<file path="src/rtl/mem_array.sv">
// WIDTH x DEPTH single-clock array: one write port, one registered read port, init sweep after reset/clr_req.
// Latency: read data and rd_valid 1 cycle after rd_en; a write is visible to the next read; a sweep takes DEPTH cycles.
// Backpressure: accesses and clr_req are only accepted while ready=1; strobes during a sweep are dropped.
module mem_array #(
    parameter int               WIDTH    = 8,
    parameter int               DEPTH    = 16,
    parameter int               ADDR_W   = 4,
    parameter logic [WIDTH-1:0] INIT_VAL = '0
) (
    input  logic              clk,
    input  logic              rst_n,
    input  logic              clr_req,
    input  logic              wr_en,
    input  logic [ADDR_W-1:0] wr_addr,
    input  logic [WIDTH-1:0]  wr_data,
    input  logic              rd_en,
    input  logic [ADDR_W-1:0] rd_addr,
    output logic [WIDTH-1:0]  rd_data,
    output logic              rd_valid,
    output logic              ready,
    output logic              addr_err
);

    typedef enum logic {ST_INIT, ST_READY} state_t;

    // One extra bit so DEPTH == 2**ADDR_W still compares correctly.
    localparam logic [ADDR_W:0]   DEPTH_EXT = (ADDR_W + 1)'(DEPTH);
    localparam logic [ADDR_W-1:0] LAST_IDX  = ADDR_W'(DEPTH - 1);

    state_t            state, state_nxt;
    logic [ADDR_W-1:0] ic, ic_nxt;
    logic [WIDTH-1:0]  mem [DEPTH];

    logic              wr_in_range, rd_in_range;
    logic              wr_acc, rd_acc, clr_acc, err_set;
    logic              mem_we;
    logic [ADDR_W-1:0] mem_waddr;
    logic [WIDTH-1:0]  mem_wdata;

    assign wr_in_range = {1'b0, wr_addr} < DEPTH_EXT;
    assign rd_in_range = {1'b0, rd_addr} < DEPTH_EXT;
    assign ready       = (state == ST_READY);

    always_ff @(posedge clk or negedge rst_n) begin
        if (!rst_n) begin
            state <= ST_INIT;
            ic    <= '0;
        end else begin
            state <= state_nxt;
            ic    <= ic_nxt;
        end
    end

    always_comb begin
        state_nxt = state;
        ic_nxt    = ic;
        wr_acc    = 1'b0;
        rd_acc    = 1'b0;
        clr_acc   = 1'b0;
        err_set   = 1'b0;
        mem_we    = 1'b0;
        mem_waddr = wr_addr;
        mem_wdata = wr_data;
        case (state)
            ST_INIT: begin
                mem_we    = 1'b1;
                mem_waddr = ic;
                mem_wdata = INIT_VAL;
                if (ic == LAST_IDX) begin
                    state_nxt = ST_READY;
                    ic_nxt    = '0;
                end else begin
                    ic_nxt = ic + ADDR_W'(1);
                end
            end
            ST_READY: begin
                wr_acc  = wr_en && wr_in_range;
                rd_acc  = rd_en && rd_in_range;
                err_set = (wr_en && !wr_in_range) || (rd_en && !rd_in_range);
                mem_we  = wr_acc;
                // Accesses on the accepting edge still complete; the sweep starts on the next edge.
                if (clr_req) begin
                    clr_acc   = 1'b1;
                    state_nxt = ST_INIT;
                    ic_nxt    = '0;
                end
            end
            default: state_nxt = ST_INIT;
        endcase
    end

    // Storage is deliberately not reset; the sweep gives it a defined value.
    always_ff @(posedge clk) begin
        if (mem_we) begin
            mem[mem_waddr] <= mem_wdata;
        end
    end

    always_ff @(posedge clk or negedge rst_n) begin
        if (!rst_n) begin
            rd_data  <= '0;
            rd_valid <= 1'b0;
            addr_err <= 1'b0;
        end else begin
            rd_valid <= rd_acc;
            if (rd_acc) begin
                rd_data <= (wr_acc && (wr_addr == rd_addr)) ? wr_data : mem[rd_addr];
            end
            if (clr_acc) begin
                addr_err <= 1'b0;
            end else if (err_set) begin
                addr_err <= 1'b1;
            end
        end
    end

endmodule
</file>
<file path="config.mk">
export PLATFORM = sky130hd
export DESIGN_NAME = mem_array
export DESIGN_NICKNAME = d
export VERILOG_FILES = /design/src/rtl/mem_array.sv
export SDC_FILE = /design/constraint.sdc
export NUM_CORES = 1
export LEC_CHECK = 0
export ABC_AREA = 1
export BUFFER_PORTS_ARGS = -buffer_cell sky130_fd_sc_hd__buf_4
export CORE_UTILIZATION = 30
export DETAILED_ROUTE_END_ITERATION = 10
export PLACE_DENSITY = 0.54
export SYNTH_ARGS = -nofsm -noshare
export SYNTH_HDL_FRONTEND = slang
export SYNTH_SLANG_ARGS = --single-unit
</file>
<file path="constraint.sdc">
create_clock -name clk -period 2.1 [get_ports clk]
set_input_delay 0.315 -clock clk [delete_from_list [all_inputs] [get_ports clk]]
set_output_delay 0.315 -clock clk [all_outputs]
set_load 0.1 [all_outputs]
</file>
==> impl_metrics.json <==
{
  "synth_cells": 680,
  "grt_max_degree": 66,
  "grt.total_usage_pct": 15.65,
  "fin_area_um2": 7843,
  "synth_area_leaders": "edfxtp_1, nand2_1, nand3_1, inv_1, dfrtp_1",
  "die_h_um": 149.5,
  "startpoint_type": "register",
  "vias": 4556,
  "hold_viol": 0,
  "wl_per_cell_um": 15.73,
  "clkTransAtPathRegs_ns": 0.06,
  "cts-htree-levels": 4,
  "antennaDiodeCount": 0,
  "syn-mean-instance-area_um2": 9.601,
  "dieArea_um2": 22360,
  "gp_congestion": 0.8100,
  "synth_edf_count": 128,
  "core_um2": 21150,
  "clock_latency_ns": 0.43,
  "syn_nets": 702,
  "crit_start": "ready",
  "synth_cell_type_count": 29,
  "synth-xor-area-share_pct": 0.1342,
  "p_per_area_nw_per_um2": 1314,
  "crit_arrival_ns": 1.94,
  "die_x_um": 149.5,
  "reg2reg_slack_ns": 0.29,
  "wirelength_um": 16040,
  "final_common_cell": "nand2_1",
  "post-cts-setup-buffers": 0,
  "drive_gt1_share_pct": 14.90,
  "cts_resized": 0,
  "rows": 53,
  "yosys_warnings": 0,
  "rsz0062_at_grt": "no",
  "antenna_found_initial": 0,
  "fin_nets": 754,
  "reg2reg_to": "mem[2][1]",
  "cts_tree": "built",
  "final_cell_mix": "nand2_1, nand3_1, edfxtp_1",
  "yosys.area_share.simple_pct": 24.88,
  "worstReg2RegStart": "ready",
  "drc": 0,
  "fin_crit_sh_pct": 86.25,
  "syn_area_um2": 6529,
  "cap_violations": 0,
  "critPathRequiredTime_ns": 2.23,
  "setup_viol": 0,
  "synth-seq-cells": 142,
  "area_growth_pct": 20.12,
  "status": "completed",
  "setup_ws_ns": 0.2887,
  "ctsHoldBuffers": 1,
  "vdd_drop_max_mv": 0.6609,
  "ys_seq_area_share_pct": 64.24,
  "vias_per_cell": 4.467,
  "grt_pass1_wl_um": 25580,
  "crit_fanout": 20,
  "hp-class": "in -> reg",
  "end_kind": "register",
  "cts-buffers-inserted": 17,
  "port_buffers": 30,
  "path_class": "reg -> reg",
  "place_area_um2": 7242,
  "leakage_uw": 0.003544,
  "slew_viol_final": 0,
  "reg2reg_depth": 7,
  "clock-sinks": 142,
  "grt_pass1_vias": 4523,
  "grt_overflow": 0,
  "ant_nets": 0,
  "fin_skew_ns": 0.005465,
  "hp-start": "clr_req",
  "num-fill-cells": 2069,
  "async_reset_ff_share_pct": 9.859,
  "synthAdderAreaFrac_pct": 0.1916,
  "synth.area.mux_share_pct": 0,
  "drtPass1Iterations": 7,
  "first_iter_violations": 346,
  "hpwl_um": 10670,
  "synth_top_family_by_area": "simple AND/OR/NAND/NOR gates",
  "synth_flop_cell": "edfxtp_1",
  "crit_end": "mem[2][1]",
  "synth_compound_area_share_pct": 0.7282,
  "cts_root_buf": "clkbuf_16",
  "synth.largest_area_cell": "edfxtp_1",
  "min_period_ns": 1.811,
  "initial_core_util_pct": 30.86,
  "final.setup.tns_ns": 0,
  "netlist.area_leader.share_pct": 58.87,
  "clock_path_buffers": 2,
  "dpl_worst_slack_ns": 0.3061,
  "max_freq_mhz": 552.1,
  "pin_count": 32
}
## synthesized netlist by cell type, drive strengths merged (3+ instances only)
cell / instances
nand3: 130
inv: 122
nor3: 4
nand2: 222
edfxtp: 128
buf: 28
o21ai: 5
or2: 3
nor2: 16
dfrtp: 14
## where the power goes
part / switching, uW / internal (uW) / total [uW]
clock network: 1180 / 1820 / 3000
logic: 2230 / 843 / 3070
registers: 239 / 4000 / 4240
## metal layers
metal / track usage [%] / vias up / part of all wire, %
li1: - / 2288 / -
met1: 21.16 / 2162 / 47
met2: 24.38 / 81 / 47
met3: 3.841 / 25 / 3.6
met4: 5.306 / 0 / 2.0
met5: 0 / - / 0
## critical path, cell delays in order (launching register included)
cell     delay, ns
dfrtp_2       0.61
inv_6         0.09
nand2_1       0.09
nand2_1       0.09
inv_1         0.08
nand2_1       0.09
nor3_1        0.24
buf_4         0.21
## how the worst min path moves through the flow
stage,end,slack [ns],cells after the start
after CTS,ready,0.18,3
after global routing,ready,0.21,3
after floorplan,ic[0],0.02,0
after detailed placement,rd_valid,0.18,1
after global placement,rd_valid,0.18,1
final,ready,0.20,3
## flip-flops by register name, indices dropped and copies added (netlist names)
| register | count |
|---|---|
| rd_valid | 1 |
| ic | 4 |
| ready | 1 |
| mem | 128 |
| rd_data | 8 |
## cell type report
cell class | count | area, um^2 | area share [%]
multi-input cells | 386 | 1703 | 21.71
flip-flops and latches | 142 | 4195 | 53.49
repair buffers | 62 | 543.0 | 6.924
clock buffers | 20 | 456.7 | 5.823
well taps | 275 | 344.1 | 4.387
clock inverters | 12 | 133.9 | 1.707
inverters | 123 | 466.7 | 5.951
## stage by stage
step	power, uW	hold WS, ns	instances	utilization, %
after detailed placement	7384	0.1796	987	34.23
after global routing	10880	0.2053	1020	37.07
after global placement	7369	0.1793	987	34.23
after floorplan	6372	0.01941	680	-
after CTS	10400	0.1809	1020	37.07
final	10310	0.1997	1020	37.07
## logic make-up (layout without fill, tap and decap cells)
kind of cell,count (synthesis),count (layout)
XOR/XNOR,1,1
other,1,1
adder cells (fa/ha/maj),1,1
buffers and inverters,152,217
flip-flops,142,142
AND/OR/NAND/NOR,376,376
AO/OA/AOI/OAI,7,7
(Power assumes the default switching activity.)
